===== src/rtl/pot_dot_product_sequencer.sv =====
`default_nettype none
// +--------------------------------------------------------------------------+
// | pot_dot_product_sequencer                                                |
// | Streams activation/PoT-weight pairs, shift-multiplies and accumulates    |
// | VECTOR_LENGTH products into one signed sum behind valid/ready handshakes.|
// | Rev 1.0                                                                  |
// +--------------------------------------------------------------------------+
module pot_dot_product_sequencer #(
  parameter int WEIGHT_BIT_WIDTH = 4,
  parameter int INPUT_BIT_WIDTH  = 4,
  parameter int VECTOR_LENGTH    = 8,
  localparam int PROD_WIDTH = INPUT_BIT_WIDTH + ((1 << (WEIGHT_BIT_WIDTH - 1)) - 1) + 1,
  localparam int ACC_WIDTH  = PROD_WIDTH + $clog2(VECTOR_LENGTH)
) (
  input  logic                               clk,
  input  logic                               rst_n,
  input  logic                               in_valid,
  output logic                               in_ready,
  input  logic [INPUT_BIT_WIDTH-1:0]         in_data,
  input  logic [WEIGHT_BIT_WIDTH-1:0]        in_weight,
  output logic                               out_valid,
  input  logic                               out_ready,
  output logic signed [ACC_WIDTH-1:0]        out_sum,
  output logic                               busy
);

  localparam int CNT_WIDTH = $clog2(VECTOR_LENGTH);
  localparam logic [CNT_WIDTH-1:0] CNT_LAST = CNT_WIDTH'(VECTOR_LENGTH - 1);

  typedef enum logic [1:0] {
    ST_ACCUM = 2'd0,
    ST_DRAIN = 2'd1,
    ST_DONE  = 2'd2
  } state_t;

  state_t                        state_q, state_d;
  logic [CNT_WIDTH-1:0]          cnt_q, cnt_d;
  logic signed [ACC_WIDTH-1:0]   acc_q, acc_d;
  logic signed [PROD_WIDTH-1:0]  prod_q, prod_d;
  logic                          prod_v_q, prod_v_d;

  logic                          accept;
  logic [PROD_WIDTH-1:0]         prod_mag;

  assign accept   = in_valid && (state_q == ST_ACCUM);
  assign prod_mag = PROD_WIDTH'(in_data) << in_weight[WEIGHT_BIT_WIDTH-2:0];

  always_comb begin
    state_d   = state_q;
    cnt_d     = cnt_q;
    in_ready  = 1'b0;
    out_valid = 1'b0;
    case (state_q)
      ST_ACCUM: begin
        in_ready = 1'b1;
        if (accept) begin
          if (cnt_q == CNT_LAST) begin
            cnt_d   = '0;
            state_d = ST_DRAIN;
          end else begin
            cnt_d = cnt_q + 1'b1;
          end
        end
      end
      ST_DRAIN: state_d = ST_DONE;
      ST_DONE: begin
        out_valid = 1'b1;
        if (out_ready) state_d = ST_ACCUM;
      end
      default: state_d = ST_ACCUM;
    endcase
  end

  // Stage 1: sign-magnitude PoT multiply; prod_v is a one-cycle strobe per accept.
  always_comb begin
    prod_d   = prod_q;
    prod_v_d = accept;
    if (accept) begin
      prod_d = in_weight[WEIGHT_BIT_WIDTH-1] ? -$signed(prod_mag) : $signed(prod_mag);
    end
  end

  // Stage 2: prod_v is never set in DONE, so the handoff clear cannot race an add.
  always_comb begin
    acc_d = acc_q;
    if (state_q == ST_DONE && out_ready) begin
      acc_d = '0;
    end else if (prod_v_q) begin
      acc_d = acc_q + {{(ACC_WIDTH - PROD_WIDTH){prod_q[PROD_WIDTH-1]}}, prod_q};
    end
  end

  always_ff @(posedge clk or negedge rst_n) begin
    if (!rst_n) begin
      state_q  <= ST_ACCUM;
      cnt_q    <= '0;
      acc_q    <= '0;
      prod_q   <= '0;
      prod_v_q <= 1'b0;
    end else begin
      state_q  <= state_d;
      cnt_q    <= cnt_d;
      acc_q    <= acc_d;
      prod_q   <= prod_d;
      prod_v_q <= prod_v_d;
    end
  end

  assign out_sum = acc_q;
  assign busy    = (state_q != ST_ACCUM) || (cnt_q != '0) || prod_v_q;

endmodule
`default_nettype wire


===== config.mk =====
export PLATFORM = sky130hd
export DESIGN_NAME = pot_dot_product_sequencer
export DESIGN_NICKNAME = d
export VERILOG_FILES = /design/src/rtl/pot_dot_product_sequencer.sv
export SDC_FILE = /design/constraint.sdc
export NUM_CORES = 1
export LEC_CHECK = 0
export BUFFER_PORTS_ARGS = -buffer_cell sky130_fd_sc_hd__buf_4
export CAP_MARGIN = 30
export CELL_PAD_IN_SITES_DETAIL_PLACEMENT = 0
export CELL_PAD_IN_SITES_GLOBAL_PLACEMENT = 1
export CORE_AREA = 2 2 73 82
export DETAILED_ROUTE_END_ITERATION = 16
export DIE_AREA = 0 0 75 84
export GPL_TIMING_DRIVEN = 0
export PLACE_DENSITY = 0.81
export SLEW_MARGIN = 30
export SYNTH_ARGS = -nofsm -noshare
export SYNTH_HDL_FRONTEND = slang
export SYNTH_SLANG_ARGS = --single-unit

===== constraint.sdc =====
create_clock -name clk -period 4.6 [get_ports clk]
set_input_delay 0.46 -clock clk [delete_from_list [all_inputs] [get_ports clk]]
set_output_delay 0.46 -clock clk [all_outputs]
set_load 0.01 [all_outputs]

==> flow_metrics.py, run 1 <==
metrics = {
    "status": {
        "status": "complete, no violations",
    },
    "routing": {
        "final_antenna_net_count": 0,
        "dr_total_vias": 2238,
        "avgViaCountPerCell": 5.472,
        "drtIter0Drc": 149,
        "drc": 0,
        "wl_per_cell_um": 13.98,
        "routed_wl_um": 5717,
        "firstDrtPassIters": 4,
    },
    "clock_tree": {
        "cts_tree": "yes",
        "clock_sinks": 33,
        "cts_hold_buf": 0,
        "post_cts_resized": 0,
        "cts_setup_buffers": 0,
        "htree_num_levels": 2,
        "clock_tree.buffer_depth": 2,
        "tritoncts.num_buffers": 5,
        "root_buffer": "clkbuf_8",
        "worstSkewPairLatency_ns": 0.28,
        "clkSlewWorstSetupHoldPaths_ns": 0.07,
    },
    "global_route": {
        "grt_usage": 0.1980,
        "grt-busiest-layer": "met2",
        "grt-ovfl-total": 0,
        "use_met2": 0.3254,
        "grt_first_pass_wirelength_um": 9853,
        "grt_pass1_vias": 2068,
        "grtUsageMet1": 0.2649,
        "met3_usage": 0.03261,
        "grt_antenna_before_repair": 0,
        "grt_max_degree": 34,
    },
    "setup_path": {
        "worst_setup_path_start_kind": "input port",
        "crit_fanout": 10,
        "reg2reg_depth": 8,
        "rrSetupSlack_ns": 2.12,
        "critical_path_class": "in2reg",
        "r2r_end": "out_sum[14]",
        "r2r_start": "out_sum[0]",
        "critPathCaptureType": "flip-flop",
        "worstPathArrival_ns": 2.68,
        "required_ns": 4.75,
    },
    "pwr": {
        "p_per_area_mw_per_mm2": 617.4,
        "power_leakage_nw": 1.370,
        "ir_worst_vdd_mv": 0.2048,
    },
    "synthesis": {
        "ys_types": 51,
        "async_flop_share": 1.000,
        "ys_ff_latch": 33,
        "synth_seq_area_share": 0.3201,
        "syn_avg_cell_area_um2": 8.658,
        "ys_top_cells_by_area": "dfrtp_1 32%, ha_1 8.7%, nand2_1 4.9%, a21oi_1 4.5%, mux2i_1 4.3%",
        "syn-num-nets": 329,
        "synthCells": 298,
        "synth_edf_count": 0,
        "yosysTopAreaCellShare": 0.3201,
        "synth_area_mm2": 0.002580,
        "ys_top_cells_by_count": "34 x nand2_1, 33 x dfrtp_1, 26 x nor2_1",
        "synth.most_common_cell": "nand2_1",
        "synth_warnings": 0,
        "synth-main-ff-cell": "dfrtp_1",
        "synth_top_area_cell": "dfrtp_1",
    },
    "worst_hold_path": {
        "hold_class": "in2async",
    },
    "sta": {
        "fin_crit_sh": 0.5494,
        "setup_viol": 0,
        "fin_skew_ns": 0.005078,
        "fin_tns_setup_ns": 0,
        "fmax_mhz": 395.7,
        "drv_slew": 0,
        "grt_setup_unrepaired": "false",
        "tightest_slew_ns": 0.6273,
        "min_period_ns": 2.527,
        "hold_viol": 0,
        "maxSlewHeadroom": 0.5818,
        "setup_ws_ns": 2.073,
    },
    "finish": {
        "drive_gt1_frac": 0.1536,
        "finish.utilization": 0.5355,
        "diodes": 0,
        "area_growth_pct": 15.23,
        "fin_area_mm2": 0.002973,
        "fin_nets": 362,
        "fillers": 520,
        "final_cells": 409,
    },
    "floorplanning": {
        "die_h_um": 84,
        "initial_utilization": 0.4647,
        "die-area_mm2": 0.006300,
        "ios": 30,
        "chipWidth_um": 75,
        "core_area_mm2": 0.005552,
        "row_count": 29,
    },
    "place": {
        "portBuffers": 26,
        "dp_slack_ns": 1.812,
        "dpl-instance-area_mm2": 0.002872,
        "dp_cells": 401,
        "dp_hpwl_um": 4472,
        "place.gp.congestion": 0.8689,
    },
    "job": {
        "maxCapViolations": 0,
    },
}
==> kinds of logic (layout without fill, tap and decap cells) <==
kind of cell	count (synthesis)	in the layout	share of synthesized area
and+or+nand+nor	101	101	0.1853
AOI/OAI and AO/OA	89	89	0.2309
DFF	33	33	0.3201
buffers and inverters	22	56	0.03637
adders and majority gates	19	19	0.09506
muxes	19	19	0.08147
xor gates and xnor gates	15	15	0.05092
==> critical path, stage by stage <==
cell and delay [ns]:
clkbuf_1 0.32, clkbuf_1 0.41, buf_2 0.30, nor2_1 0.10, nand2_1 0.12, ha_1 0.25, nand3_1 0.16, or3_1 0.40
nand4_1 0.10, o21ai_1 0.06
==> metal layers <==
layer | vias to the layer above | part of all wire
li1 | 1141 | -
met1 | 1040 | 0.46
met2 | 52 | 0.50
met3 | 5 | 0.034
met4 | 0 | 0.010
met5 | - | 0
==> report_power, final <==
| group | leakage (nW) | internal [W] | switching (W) | total (W) |
|---|---|---|---|---|
| clock | 0.0542 | 0.000135 | 0.000106 | 0.000242 |
| combinational | 0.911 | 0.000511 | 0.000565 | 0.00108 |
| sequential | 0.405 | 0.000415 | 0.000103 | 0.000518 |
| total | 1.37 | 0.00106 | 0.000774 | 0.00184 |
==> through the flow <==
step	hold WS (ns)	power (W)
after floorplan	0.1644	0.001300
after global placement	0.4230	0.001575
after detailed placement	0.4265	0.001603
after CTS	0.1211	0.001850
after global routing	0.1320	0.002021
final	0.1065	0.001835
==> sequential cells by signal, indices dropped and copies added, names as in the netlist <==
register and count:
state_q 2, cnt_q 3, prod_q 12, prod_v_q 1, out_sum 15
==> cells in the final DEF, fill, tap and decap left out, types with 2 or more instances in the layout <==
cell type	count
a211oi_1	4
a21o_1	9
a21oi_1	23
a311oi_1	2
a31oi_1	3
and2_1	4
and3_1	5
buf_1	2
buf_2	3
buf_4	26
clkbuf_1	8
clkbuf_8	7
dfrtp_1	33
ha_1	18
inv_1	7
mux2_2	5
mux2_4	2
mux2i_1	11
nand2_1	34
nand2b_1	5
nand3_1	7
nand4_1	3
nor2_1	26
nor2b_1	3
nor3_1	2
nor3b_1	2
o211ai_1	3
o21a_1	6
o21ai_0	16
o21ai_1	6
o22ai_1	3
o31ai_1	5
or2_2	2
or3_1	4
xnor2_1	8
xor2_1	7
==> worst max-delay path by stage <==
stage,from,endpoint
finish,in_weight[2],prod_q[8]
CTS,in_weight[2],prod_q[8]
global placement,in_weight[2],prod_q[8]
global route,in_weight[2],prod_q[8]
detailed placement,in_weight[2],prod_q[8]
floorplan,in_weight[2],prod_q[8]
==> area by class of cell <==
type / instances / area (um^2) / share of cell area
Timing Repair Buffer: 26 / 195.2 / 0.06566
Inverter: 8 / 30.03 / 0.01010
Clock inverter: 1 / 5.005 / 0.001684
Buffer: 14 / 63.81 / 0.02146
Clock buffer: 7 / 96.34 / 0.03241
Multi-Input combinational cell: 243 / 1660 / 0.5585
Tap cell: 77 / 96.34 / 0.03241
Sequential cell: 33 / 825.8 / 0.2778
Note: power is estimated with default switching activity, not from simulation.
==> inputs of run 2 (changes only) <==
CORE_AREA = 2 2 76 85   (was 2 2 73 82)
DIE_AREA = 0 0 78 87   (was 0 0 75 84)
PLACE_DENSITY = 0.76   (was 0.81)
clock period = 2.35 ns   (was 4.6 ns; I/O delays follow)
==> flow_metrics.py, run 2 (synthesized netlist as in run 1, its figures left out) <==
metrics = {
    "pwr": {
        "ir_worst_vdd_mv": 0.4699,
        "swShare": 0.4195,
        "p_int_w": 0.002174,
        "power_leakage_nw": 1.401,
        "p_per_area_mw_per_mm2": 1225,
        "pwr-share-seq": 0.270,
        "clkPwrFrac": 0.124,
        "pwr-share-comb": 0.606,
        "p_total_w": 0.003744,
        "switchingPower_w": 0.001571,
    },
    "clock_tree": {
        "clock_tree.buffer_depth": 2,
        "cts_tree": "yes",
        "tritoncts.num_buffers": 5,
        "htree_num_levels": 2,
        "clkSlewWorstSetupHoldPaths_ns": 0.07,
        "clock_sinks": 33,
        "worstSkewPairLatency_ns": 0.28,
        "root_buffer": "clkbuf_8",
    },
    "sta": {
        "maxSlewHeadroom": 0.5875,
        "hold_viol": 0,
        "tightest_slew_ns": 0.6187,
        "setup_ws_ns": 0.04578,
        "fin_skew_ns": 0.004686,
        "grt_setup_unrepaired": "true",
        "setup_viol": 0,
        "drv_slew": 0,
        "hold_ws_ns": 0.2110,
        "fin_crit_sh": 0.9805,
        "min_period_ns": 2.304,
        "fmax_mhz": 434.0,
    },
    "global_route": {
        "grt_antenna_before_repair": 0,
        "grt_pass1_vias": 2186,
        "grt_usage": 0.1835,
        "grt_first_pass_wirelength_um": 10100,
        "grt_max_degree": 34,
        "grt-ovfl-total": 0,
    },
    "finish": {
        "diodes": 0,
        "layout_commonest_cell": "nand2_1",
        "largest_register_ffs": 15,
        "finish.utilization": 0.5088,
        "final_cell_mix": "34 x nand2_1, 33 x dfrtp_1, 32 x buf_4, 26 x nor2_1, 23 x a21oi_1",
        "fin_nets": 369,
        "area_growth_pct": 18.43,
        "drive_gt1_frac": 0.1858,
        "fillers": 606,
    },
    "floorplanning": {
        "core_area_mm2": 0.006006,
        "die_h_um": 87,
        "chipWidth_um": 78,
        "ios": 30,
        "initial_utilization": 0.4296,
        "die-area_mm2": 0.006786,
        "row_count": 30,
    },
    "setup_path": {
        "critical_path_class": "reg2reg",
        "critPathCaptureType": "flip-flop",
        "required_ns": 2.49,
        "worst_setup_path_start_kind": "flip-flop",
        "crit_fanout": 3,
        "rrSetupSlack_ns": 0.05,
        "worstPathArrival_ns": 2.45,
    },
    "routing": {
        "drtIter0Drc": 56,
        "drc": 0,
        "final_antenna_net_count": 0,
        "wl_per_cell_um": 14.18,
        "routed_wl_um": 5941,
        "avgViaCountPerCell": 5.446,
        "dr_total_vias": 2282,
        "firstDrtPassIters": 5,
    },
    "status": {
        "status": "complete, no violations",
    },
    "place": {
        "place.gp.congestion": 0.8869,
        "dp_slack_ns": -0.2327,
        "dp_hpwl_um": 4657,
        "portBuffers": 26,
    },
    "job": {
        "maxCapViolations": 0,
    },
    "worst_hold_path": {
        "hold_class": "in2reg",
    },
}
[run 2: final timing paths]
path	cells past startpoint	start	end
setup / recovery	8	out_sum[0]	out_sum[14]
setup reg to reg	8	out_sum[0]	out_sum[14]
min in group asynchronous	2	rst_n	out_sum[10]
hold / removal	2	in_valid	state_q[0]
max in group asynchronous	2	rst_n	prod_q[1]
hold reg to reg	1	state_q[1]	state_q[1]
[run 2: routing by layer]
metal  wire length [um]  global-route usage  vias up  share of wire
met3                158             0.02697        8          0.027
li1                   -                   -     1156              -
met4                112             0.06858        0          0.019
met5                  0                   0        -              0
met1               2644              0.2160     1071           0.45
met2               3026              0.3378       47           0.51
[run 2: power groups by stage]
stage                     clock network, W  registers [W]  logic, W
after CTS                         0.000476        0.00101   0.00223
after global placement                   0        0.00102   0.00209
after floorplan                          0        0.00103   0.00151
final                             0.000466        0.00101   0.00227
after detailed placement                 0        0.00102   0.00213
after global routing              0.000508        0.00104   0.00252
[run 2: through the flow]
stage,area (um^2),TNS (ns),instances
after floorplan,2580,0,298
after global placement,2875,-1.062,404
after detailed placement,2875,-1.197,404
after CTS,3028,0,416
after global routing,3055,-0.02740,419
final,3055,0,419
[run 2: area by class of cell]
cell class                 count  area, um^2  area share
multi-input combinational    243        1682      0.5504
sequential                    33       825.8      0.2703
timing repair buffer          33       250.2     0.08190
tap                           80       100.1     0.03276
clock buffer                   7       96.34     0.03153
buffer                        14       66.31     0.02170
inverter                       8       30.03    0.009828
clock inverter                 1       5.005    0.001638
[run 2: worst max-delay path: stages, from the launching register on]
cell and delay (ns):
dfrtp_1 0.39, ha_2 0.20, fa_2 0.35, a21o_1 0.23, a221oi_4 0.31, o21a_2 0.25
mux2i_2 0.25, a21o_1 0.14, a21oi_1 0.05
[run 2: what timing repair did]
action,4_1_cts,5_1_grt
pin swaps,3,7
hold endpoints to repair,33,0
resized for setup,4,5
hold buffers,1,0
setup buffers,3,3
setup endpoints to repair,3,6
